==> config.mk <==
export PLATFORM = sky130hd
export DESIGN_NAME = native_arbiter
export DESIGN_NICKNAME = d
export VERILOG_FILES = /design/src/rtl/native_arbiter.sv
export SDC_FILE = /design/constraint.sdc
export NUM_CORES = 1
export LEC_CHECK = 0
export ABC_CLOCK_PERIOD_IN_PS = 4900
export CORE_ASPECT_RATIO = 1.1
export CORE_UTILIZATION = 40
export DETAILED_ROUTE_END_ITERATION = 8
export MAX_ROUTING_LAYER = met4
export PLACE_DENSITY = 0.85
export SLEW_MARGIN = 25
export SYNTH_ARGS = -nofsm -noshare
export SYNTH_HDL_FRONTEND = slang
export SYNTH_SLANG_ARGS = --single-unit
==> constraint.sdc <==
create_clock -name AXI_ACLK -period 4.9 [get_ports AXI_ACLK]
set_clock_uncertainty 0.1 [all_clocks]
set_input_delay 0.98 -clock AXI_ACLK [delete_from_list [all_inputs] [get_ports AXI_ACLK]]
set_output_delay 0.98 -clock AXI_ACLK [all_outputs]
set_load 0.005 [all_outputs]
==> src/rtl/native_arbiter.sv <==
// Round-robin arbiter sharing one native register port (WEN/REN/RDATA/RVALID) among N_REQ requesters.
// Latency: WEN/REN one cycle after grant; REQ_DONE one cycle after WEN, or one cycle after RVALID for reads.
// Backpressure: requests are level-held until REQ_DONE; reads wait on RVALID (bounded when NATIVE_ARB_TIMEOUT_EN is defined).
`timescale 1ns/1ps

module native_arbiter #(
  parameter int N_REQ          = 2,
  parameter int DATA_WIDTH     = 32,
  parameter int ADDR_WIDTH     = 32,
  parameter int TIMEOUT_CYCLES = 256
) (
  input  logic                          AXI_ACLK,
  input  logic                          AXI_ARESETN,
  input  logic [N_REQ-1:0]              REQ_VALID,
  input  logic [N_REQ-1:0]              REQ_WRITE,
  input  logic [N_REQ*ADDR_WIDTH-1:0]   REQ_ADDR,
  input  logic [N_REQ*DATA_WIDTH-1:0]   REQ_WDATA,
  output logic [N_REQ-1:0]              REQ_DONE,
  output logic [DATA_WIDTH-1:0]         REQ_RDATA,
  output logic                          REQ_ERR,
  output logic                          BUSY,
  output logic                          WEN,
  output logic [ADDR_WIDTH-1:0]         WADDR,
  output logic [DATA_WIDTH-1:0]         WDATA,
  output logic                          REN,
  output logic [ADDR_WIDTH-1:0]         RADDR,
  input  logic [DATA_WIDTH-1:0]         RDATA,
  input  logic                          RVALID
);

  localparam int IDX_W = (N_REQ > 1) ? $clog2(N_REQ) : 1;

  typedef enum logic [1:0] {
    IDLE    = 2'd0,
    ISSUE   = 2'd1,
    WAIT_RD = 2'd2,
    RESP    = 2'd3
  } state_t;

  state_t                 state;
  logic [IDX_W-1:0]       ptr;
  logic [IDX_W-1:0]       sel_idx;
  logic [IDX_W-1:0]       cand;
  logic                   sel_any;
  logic [N_REQ-1:0]       sel_oh;
  logic [N_REQ-1:0]       gnt_oh;
  logic                   cap_write;
  logic [ADDR_WIDTH-1:0]  addr_arr  [N_REQ];
  logic [DATA_WIDTH-1:0]  wdata_arr [N_REQ];

`ifdef NATIVE_ARB_TIMEOUT_EN
  localparam int CNT_W = $clog2(TIMEOUT_CYCLES + 1);
  logic [CNT_W-1:0]       tmo_cnt;
`else
  // No read timeout in this build; a non-negative cycle count makes this constant 0.
  assign REQ_ERR = (TIMEOUT_CYCLES < 0);
`endif

  // Split the packed per-requester buses into indexable arrays.
  for (genvar g = 0; g < N_REQ; g++) begin : g_unpack
    assign addr_arr[g]  = REQ_ADDR[g*ADDR_WIDTH +: ADDR_WIDTH];
    assign wdata_arr[g] = REQ_WDATA[g*DATA_WIDTH +: DATA_WIDTH];
  end

  // Pick the first requesting index at or above the pointer, wrapping; the lowest offset wins.
  always_comb begin
    sel_any = 1'b0;
    sel_idx = '0;
    cand    = '0;
    for (int k = N_REQ - 1; k >= 0; k--) begin
      cand = IDX_W'((int'(ptr) + k) % N_REQ);
      if (REQ_VALID[cand]) begin
        sel_any = 1'b1;
        sel_idx = cand;
      end
    end
  end

  // One-hot form of the selected index, latched at grant to drive REQ_DONE later.
  always_comb begin
    sel_oh          = '0;
    sel_oh[sel_idx] = 1'b1;
  end

  // Access sequencer: every output is a register set on the transition into the state that shows it.
  always_ff @(posedge AXI_ACLK or negedge AXI_ARESETN) begin
    if (!AXI_ARESETN) begin
      state     <= IDLE;
      ptr       <= '0;
      gnt_oh    <= '0;
      cap_write <= 1'b0;
      REQ_DONE  <= '0;
      REQ_RDATA <= '0;
      BUSY      <= 1'b0;
      WEN       <= 1'b0;
      WADDR     <= '0;
      WDATA     <= '0;
      REN       <= 1'b0;
      RADDR     <= '0;
`ifdef NATIVE_ARB_TIMEOUT_EN
      REQ_ERR   <= 1'b0;
      tmo_cnt   <= '0;
`endif
    end else begin
      // Strobes are single-cycle unless a state below re-asserts them.
      WEN      <= 1'b0;
      REN      <= 1'b0;
      REQ_DONE <= '0;
      case (state)
        IDLE: begin
          if (sel_any) begin
            state     <= ISSUE;
            BUSY      <= 1'b1;
            gnt_oh    <= sel_oh;
            cap_write <= REQ_WRITE[sel_idx];
            ptr       <= (int'(sel_idx) == N_REQ - 1) ? '0 : sel_idx + 1'b1;
            // Address/data go straight into the port registers, which then hold until the next access of that kind.
            if (REQ_WRITE[sel_idx]) begin
              WEN   <= 1'b1;
              WADDR <= addr_arr[sel_idx];
              WDATA <= wdata_arr[sel_idx];
            end else begin
              REN   <= 1'b1;
              RADDR <= addr_arr[sel_idx];
            end
          end
        end
        ISSUE: begin
          if (cap_write) begin
            state    <= RESP;
            REQ_DONE <= gnt_oh;
`ifdef NATIVE_ARB_TIMEOUT_EN
            REQ_ERR  <= 1'b0;
`endif
          end else begin
            state    <= WAIT_RD;
`ifdef NATIVE_ARB_TIMEOUT_EN
            tmo_cnt  <= '0;
`endif
          end
        end
        WAIT_RD: begin
          // RVALID is only honoured here, and beats a timeout landing in the same cycle.
          if (RVALID) begin
            state     <= RESP;
            REQ_DONE  <= gnt_oh;
            REQ_RDATA <= RDATA;
`ifdef NATIVE_ARB_TIMEOUT_EN
            REQ_ERR   <= 1'b0;
          end else if (tmo_cnt == CNT_W'(TIMEOUT_CYCLES - 1)) begin
            state     <= RESP;
            REQ_DONE  <= gnt_oh;
            REQ_RDATA <= '1;
            REQ_ERR   <= 1'b1;
          end else begin
            tmo_cnt   <= tmo_cnt + 1'b1;
`endif
          end
        end
        RESP: begin
          state <= IDLE;
          BUSY  <= 1'b0;
`ifdef NATIVE_ARB_TIMEOUT_EN
          REQ_ERR <= 1'b0;
`endif
        end
        default: begin
          state <= IDLE;
          BUSY  <= 1'b0;
        end
      endcase
    end
  end

endmodule

Yosys cells after proc, flatten, opt, wreduce, memory -nomap -nowiden
Cells that the tools add are included.
{"block": "op_classes", "n_reduce_logical": 9, "eq_ne": 5, "n_lt_le_gt_ge": 5, "add_sub_neg": 2, "n_bitwise": 2, "mux": 34}
{"operator": "32-bit 2-to-1 mux", "n": 6}
{"operator": "1-bit 2-to-1 mux", "n": 20}
{"operator": "2-bit 2-to-1 mux", "n": 4}
{"operator": "2-bit one-hot mux with 4 select lines", "n": 1}
{"operator": "2-bit AND reduction", "n": 4}
{"operator": "1-bit by 2-bit < comparator with 1-bit output, second input constant", "n": 3}
{"operator": "3-bit AND reduction", "n": 2}
{"operator": "2-bit equality test, second input constant", "n": 2}
{"operator": "2-bit != test, second input constant", "n": 2}
{"operator": "2-bit one-hot mux with 2 select lines", "n": 1}
{"operator": "1-bit adder, second input constant", "n": 2}
{"operator": "2-bit by 1-bit equality test with 1-bit output, second input constant", "n": 1}
{"operator": "2-bit >= comparator, second input constant", "n": 1}
{"operator": "2-bit logical NOT", "n": 1}
{"operator": "1-bit NOT with 2-bit output", "n": 1}
{"operator": "1-bit one-hot mux with 2 select lines", "n": 1}
{"operator": "2-bit nonzero test", "n": 1}
{"operator": "1-bit demux with 1-bit select", "n": 1}
{"operator": "1-bit >= comparator, second input constant", "n": 1}
{"operator": "1-bit logical AND", "n": 1}
{"operator": "1-bit NOT", "n": 1}
{"block": "totals", "out_inout_bits": 134, "reg_bits": 139}

Depth between registers and ports, before layout
Gate-level depths: netlist (run 1).
{"block": "logic_depth", "depth_word": 10, "ltp_mapped": 7, "depth_no_buf": 6}

Worst setup path after synthesis (run 1)
No wires, ideal clock.
{"block": "synth_timing", "kind": "input -> register", "start": "input port REQ_VALID[0]", "end": "register WDATA[10]", "cell_stages": 6, "arrival_time_ns": 2.079, "setup_slack_ns": 2.597, "path_buffers": 2, "path_cell_list": "inv_1 -> o21ai_2 -> buf_6 -> buf_4 -> mux2_2 -> mux2_2"}
{"block": "synth_between", "elab_chain_len": 8, "word_cells_on_any_way": 15}
{"element": "from (decl)", "line_no": "14", "source": "input logic [N_REQ-1:0] REQ_VALID,"}
{"element": "1-bit 2-to-1 mux (implied by the code) (2 in series)", "line_no": "72", "source": "if (REQ_VALID[cand]) begin"}
{"element": "1-bit 2-to-1 mux (2 in series)", "line_no": "72"}
{"element": "1-bit NOT with 2-bit output (implied by the code)", "line_no": "121", "source": "WDATA <= wdata_arr[sel_idx];"}
{"element": "32-bit 2-to-1 mux (implied by the code) (3 in series)", "line_no": "121"}
{"element": "to (signal assigned)", "line_no": "121"}
{"element": "to (decl)", "line_no": "24", "source": "output logic [DATA_WIDTH-1:0] WDATA,"}
Several ways; a longest one is shown, not always the timed one. The select of a mux whose other input is x is not followed.
A chain may end at the register's enable or synchronous reset.

Final worst setup path (run 1)
{"block": "layout_timing", "start": "input port REQ_VALID[0]", "end": "register WDATA[30]"}
The elaborated chain is that of the path after synthesis.

==> key figures, run 1 <==
Run status
  • Status: completed

CTS
  • Worst-path clk slew: roughly 0.06 ns
  • Cts repair resizes: 0
  • CTS tree: built
  • Cts hold-fix bufs: 0
  • Later-pin clock latency in the skew report: just over 0.4 ns
  • Setup Fix Bufs, Post-CTS: 0
  • Inserted Clock Buffers: 17
  • CTS root buf: clkbuf_16
  • Clock Sinks: 138
  • Htree depth: 4
  • Clock buffer depth: 2

Synth
  • Syn Inst Count: between 300 and 400
  • Yosys cell types: 28
  • Mean post-synth cell area: about 16 um2
  • Post-Syn Area: around 6200 um2
  • Async S/R FF share, synth: 100.0%
  • Most instantiated cells after synthesis: 155 x mux2_2, 138 x dfrtp_1, 31 x mux2_4
  • Most frequent cell after synthesis: mux2_2
  • Yosys warning count: 0
  • Synthesized flop and latch total: about 140
  • Sequential-to-total area share from yosys stat: between 50% and 60%
  • Post-synth top area share: 55.85%
  • Post-synth EDFFs: 0
  • Leading register cell type out of synthesis: dfrtp_1
  • Synth top area cells: dfrtp_1 56%, mux2_2 28%, mux2_4 7.5%
  • Syn Nets: roughly 570
  • Area leader, netlist: dfrtp_1

Drt
  • Antenna-violating nets left: 0
  • Avg WL per Cell: 17.79 um
  • Detailed Route Iter0 Violations: 94
  • Drt via density: 4.882
  • Drt first pass iters: 6
  • Vias: ~4400
  • Routed Wire Length: about 16 mm
  • DR DRC count: 0

Worst setup path
  • CP peak stage delay: between 0.5 and 0.6 ns
  • Crit path cell chain: clkdlybuf4s50_1 -> inv_1 -> o21ai_4 -> o22a_2 -> buf_12 -> mux2_2
  • Critical path class: input port to register
  • Crit path buffers/inverters: 3
  • Crit path DAT: roughly 3.1 ns
  • CP startpoint kind: input port
  • Crit-path leading delay family: buffers and inverters
  • Critical path data required time: between 5 and 6 ns
  • Slowest stage cell, crit path: clkdlybuf4s50_1
  • Crit end category: register
  • Critical path fanouts, max: 45

Floorplanning
  • Die Ht: roughly 130 um
  • Initial Util: 41.07%
  • Top-Level Pins: 301
  • Die ar.: between 15000 and 20000 um2
  • Area of the placeable core: 15050 um2
  • Die width: between 100 and 150 um
  • Cell Rows: 47

Global routing
  • Total track usage: a little over a fifth
  • Pin count of the biggest net entering global routing: between 100 and 150
  • Initial antenna violation count: 0
  • First-pass GRT wire length: 24.78 mm
  • Vias in the first global route: around 4900
  • Grt total ovfl: 0

Finish
  • Share of cells above drive strength 1: about 32%
  • N_diodes: 0
  • Final nets: a little under 900
  • Area Overhead vs Synth: 59.61%
  • Fillers: between 1000 and 1500
  • Final core occ: roughly 66%
  • Finished Layout Cells: slightly above 900

STA
  • Fin. Hold Viols: 0
  • RSZ-0062 raised after global routing: no
  • Sum of negative setup slack: 0 ns
  • Least-Margin Pin Slew: between 0.8 and 0.9 ns
  • Final period util: between 50% and 60%
  • Crit path time final: ~2.9 ns
  • Pins Over Slew Limit: 0
  • Final setup vio count: 0
  • Slew headroom: a little over two fifths
  • FMAX: around 0.35 GHz
  • Worst setup margin: 2.026 ns

Power and ir drop
  • Comb power frac: 43.7%
  • Total power draw: 0.005834 W
  • Worst VDD drop: 0.0004202 V
  • Power Dens Cells: about 600 nW/um2
  • NetSw: 0.001595 W
  • Clock power frac: a little over a fifth
  • Switching share of power: 27.33%
  • Internal power: between 0.004 and 0.005 W
  • Leak: 4.229 nW
  • Register share of total power: 35.1%

Run
  • Max-cap check violation count: 0

Min path
  • Worst hold path class: register to register

Place
  • Post-DP HPWL: 12.15 mm
  • Setup WS pre-CTS: about 1.6 ns
  • I/O Buffers: around 300
  • Post-Place Cells: between 800 and 900
  • RD Place Congestion: approximately 0.8
## cells by family (layout without fill, tap and decap cells)
kind of cell / count (synthesis) / in the layout / share of synthesized area [%]
AOI/OAI and AO/OA: 15 / 15 / 1.579
other: 1 / 1 / 0.06065
adders and majority gates: 4 / 4 / 0.8094
muxes: 192 / 192 / 36.85
DFF: 138 / 138 / 55.85
and+or+nand+nor: 16 / 16 / 1.174
buffers and inverters: 29 / 343 / 3.683
## power groups by stage
stage               Clock, W  Sequential (W)  Combinational (W)
floorplan                  0         0.00206            0.00104
global placement           0         0.00203            0.00248
detailed placement         0         0.00207            0.00257
CTS                  0.00126         0.00206            0.00259
global route         0.00131         0.00212            0.00270
finish               0.00124         0.00205            0.00255
## layer usage
metal | track usage [%] | part of all wire [%] | up-vias | wire, um
met5 | - | 0 | - | 0
li1 | - | - | 2009 | -
met3 | 5.969 | 7.2 | 28 | 1165
met1 | 21.09 | 37 | 2185 | 5936
met4 | 9.122 | 2.1 | 0 | 335
met2 | 38.22 | 54 | 196 | 8661
## stage by stage
stage | hold slack, ns | area, um2
2_1_floorplan | 0.3611 | 6183
3_3_place_gp | 0.3726 | 9289
3_5_place_dp | 0.3817 | 9289
4_1_cts | 0.3945 | 9867
5_1_grt | 0.4015 | 9869
6_report | 0.3931 | 9869
## cell usage in the layout, fill, tap and decap left out
cell             count
a21boi_0             1
a21oi_1              2
a31oi_1              1
and3_1               2
buf_12               1
buf_4                5
bufinv_16            2
clkbuf_16           17
clkbuf_8             3
clkdlybuf4s50_1    298
clkinv_2             4
clkinvlp_4           6
conb_1               1
dfrtp_1            138
ha_1                 4
inv_1                6
inv_2                1
mux2_1               6
mux2_2             155
mux2_4              31
nand2_1              8
nand2b_1             1
nand3_1              1
nor2_1               3
o21a_1               1
o21ai_0              6
o21ai_4              1
o22a_2               1
o311ai_0             1
o32a_2               1
or2b_1               1
## area by class of cell
cell class / instances / area (um2) / share of cell area, %
repair buffers: 305 / 3054 / 30.95
multi-input cells: 228 / 2512 / 25.46
clock buffers: 19 / 452.9 / 4.589
flip-flops and latches: 138 / 3453 / 34.99
inverters: 7 / 26.28 / 0.2662
well taps: 196 / 245.2 / 2.485
clock inverters: 12 / 125.1 / 1.268
## path summary, 6_finish.rpt
path                         startpoint   endpoint  slack (ns)  cells past startpoint
setup / recovery           REQ_VALID[0]  WDATA[30]        2.03                      6
hold / removal                WADDR[27]  WADDR[27]        0.39                      1
setup reg to reg               state[0]  WDATA[30]        2.51                      6
hold reg to reg               WADDR[27]  WADDR[27]        0.39                      1
max in group asynchronous   AXI_ARESETN  WDATA[21]        3.16                      2
min in group asynchronous   AXI_ARESETN   RADDR[5]        0.57                      1
## sequential cells by signal, summed over array words and instances, names as in the netlist
name and cells:
state 2, cap_write 1, REQ_RDATA 32, WEN 1, WADDR 32, BUSY 1, gnt_oh 2, REN 1
REQ_DONE 2, WDATA 32, RADDR 32
(Power assumes the default switching activity.)
==> inputs of run 2 (changes only) <==
- ABC_CLOCK_PERIOD_IN_PS: 4900 -> 2900
- clock period: 4.9 -> 2.9 ns (I/O delays scaled with it)
==> run 2 against run 1 <==
Via count increased by 1.2%. Sequential power increased by 69%. Power increased by 72%. First-iteration DRC count increased by 130%. Count of clock-buffer cells in the layout unchanged. Worst hold slack got worse by 0.35 ns. Critical path depth unchanged. Design area increased by 1.4%. Largest power group unchanged.
==> key figures, run 2 (same netlist as run 1, synthesis figures left out) <==
Finish
  • N_diodes: 0
  • Leading cell type in the layout, fill and taps excluded: clkdlybuf4s50_1
  • Commonest cells after routing, fill and taps aside: 298 x clkdlybuf4s50_1, 155 x mux2_2, 138 x dfrtp_1
  • Final core occ: between 60% and 70%
  • Final nets: 872
  • Share of cells above drive strength 1: 32.49%
  • Area Overhead vs Synth: 61.80%

Drt
  • Antenna-violating nets left: 0
  • Avg WL per Cell: between 15 and 20 um
  • Routed Wire Length: approximately 17 mm
  • DR DRC count: 0
  • Vias: about 4500
  • Drt via density: slightly below 5
  • Drt first pass iters: 4
  • Detailed Route Iter0 Violations: between 200 and 250

CTS
  • Later-pin clock latency in the skew report: slightly above 0.4 ns
  • Setup Fix Bufs, Post-CTS: 0
  • CTS root buf: clkbuf_16
  • Inserted Clock Buffers: 17
  • CTS tree: built
  • Cts repair resizes: 0
  • Htree depth: 4
  • Cts hold-fix bufs: 0
  • Clock Sinks: 138
  • Worst-path clk slew: 0.06 ns
  • Clock buffer depth: 2

Place
  • Post-DP HPWL: 12.39 mm
  • I/O Buffers: between 200 and 300
  • RD Place Congestion: around 0.80

STA
  • Final period util: just under 80%
  • Crit path time final: between 2 and 2.5 ns
  • Slew headroom: 57.72%
  • Final setup vio count: 0
  • RSZ-0062 raised after global routing: no
  • Sum of negative setup slack: 0 ns
  • Pins Over Slew Limit: 0
  • Least-Margin Pin Slew: 0.6342 ns
  • Fin. Hold Viols: 0
  • FMAX: roughly 0.45 GHz

Global routing
  • Total track usage: 22.66%
  • First-pass GRT wire length: about 27 mm
  • Initial antenna violation count: 0
  • Vias in the first global route: roughly 5200
  • Pin count of the biggest net entering global routing: 67
  • Grt total ovfl: 0

Worst setup path
  • Worst flop-to-flop path startpoint: state[0]
  • CP peak stage delay: between 0.5 and 0.6 ns
  • Slowest stage cell, crit path: clkdlybuf4s50_1
  • Crit path buffers/inverters: 3
  • Critical path data required time: roughly 3.1 ns
  • Crit-path leading delay family: buffers and inverters
  • Critical path fanouts, max: 28
  • Crit end category: register
  • Crit path DAT: roughly 2.4 ns
  • Setup crit start: REQ_VALID[0]
  • Critical path class: input port to register
  • Crit path cell chain: clkdlybuf4s50_1 -> inv_1 -> o21ai_4 -> buf_12 -> mux2_2 -> mux2_4
  • CP startpoint kind: input port

Run status
  • Status: completed

Run
  • Max-cap check violation count: 0

Power and ir drop
  • Switching share of power: between 20% and 30%
  • Power Dens Cells: 1004 nW/um2
  • Worst VDD drop: 0.0005357 V
  • Comb power frac: between 40% and 50%
  • NetSw: 0.002747 W
  • Register share of total power: between 30% and 40%
  • Leak: ~4.3 nW
  • Clock power frac: 22.2%
  • Internal power: 0.007296 W

Floorplanning
  • Die ar.: 15960 um2
  • Cell Rows: 47
  • Die Ht: around 130 um
  • Top-Level Pins: around 300
  • Die width: about 120 um
  • Initial Util: about two fifths
  • Area of the placeable core: 15050 um2

Min path
  • Worst hold path class: input port to async pin
==> run 2: routing by layer <==
layer / part of all wire, % / GRT usage (%) / up-vias
met5: 0 / - / -
met4: 2.6 / 10.15 / 0
met3: 6.7 / 5.580 / 32
met2: 53 / 39.50 / 203
met1: 38 / 24.07 / 2224
li1: - / - / 2014
==> run 2: worst register-to-register path, cell delays in order (launching register included) <==
cell and delay (ns):
dfrtp_1 0.44, inv_1 0.12, ha_1 0.30, inv_2 0.10
o32a_2 0.41, buf_12 0.19, mux2_4 0.37
==> run 2: path summary, 6_finish.rpt <==
check | endpoint | slack, ns | cells after the start
worst max-delay path | RADDR[4] | 0.66 | 6
worst min-delay path | RADDR[17] | 0.05 | 1
worst max register to register | RADDR[4] | 0.75 | 6
worst min register to register | WADDR[27] | 0.39 | 1
max in group asynchronous | WADDR[8] | 1.84 | 2
min in group AXI_ACLK | WADDR[27] | 0.39 | 1
==> run 2: cell type report <==
cell class	count	area, um2
multi-input combinational	228	2512
inverter	7	26.28
tap	196	245.2
sequential	138	3453
timing repair buffer	309	3157
clock inverter	13	167.7
fill	1081	5050
clock buffer	19	442.9
==> run 2: power groups by stage <==
stage	logic (W)	registers [W]	clock network, W
global placement	0.00424	0.00342	0
global route	0.00464	0.00359	0.00237
detailed placement	0.00437	0.00349	0
CTS	0.00440	0.00347	0.00227
finish	0.00434	0.00347	0.00223
floorplan	0.00175	0.00348	0
==> run 2: through the flow <==
step | power (W) | setup WS [ns] | instances | hold WS [ns] | area [um2]
after global routing | 0.01060 | 0.6179 | 910 | 0.09355 | 10000
after global placement | 0.007662 | 0.3287 | 878 | 0.3750 | 9394
after detailed placement | 0.007856 | 0.2535 | 878 | 0.3886 | 9394
after floorplan | 0.005232 | 0.9566 | 395 | 0.1844 | 6183
after CTS | 0.01015 | 0.6890 | 910 | 0.06454 | 10000
final | 0.01004 | 0.6608 | 910 | 0.04788 | 10000
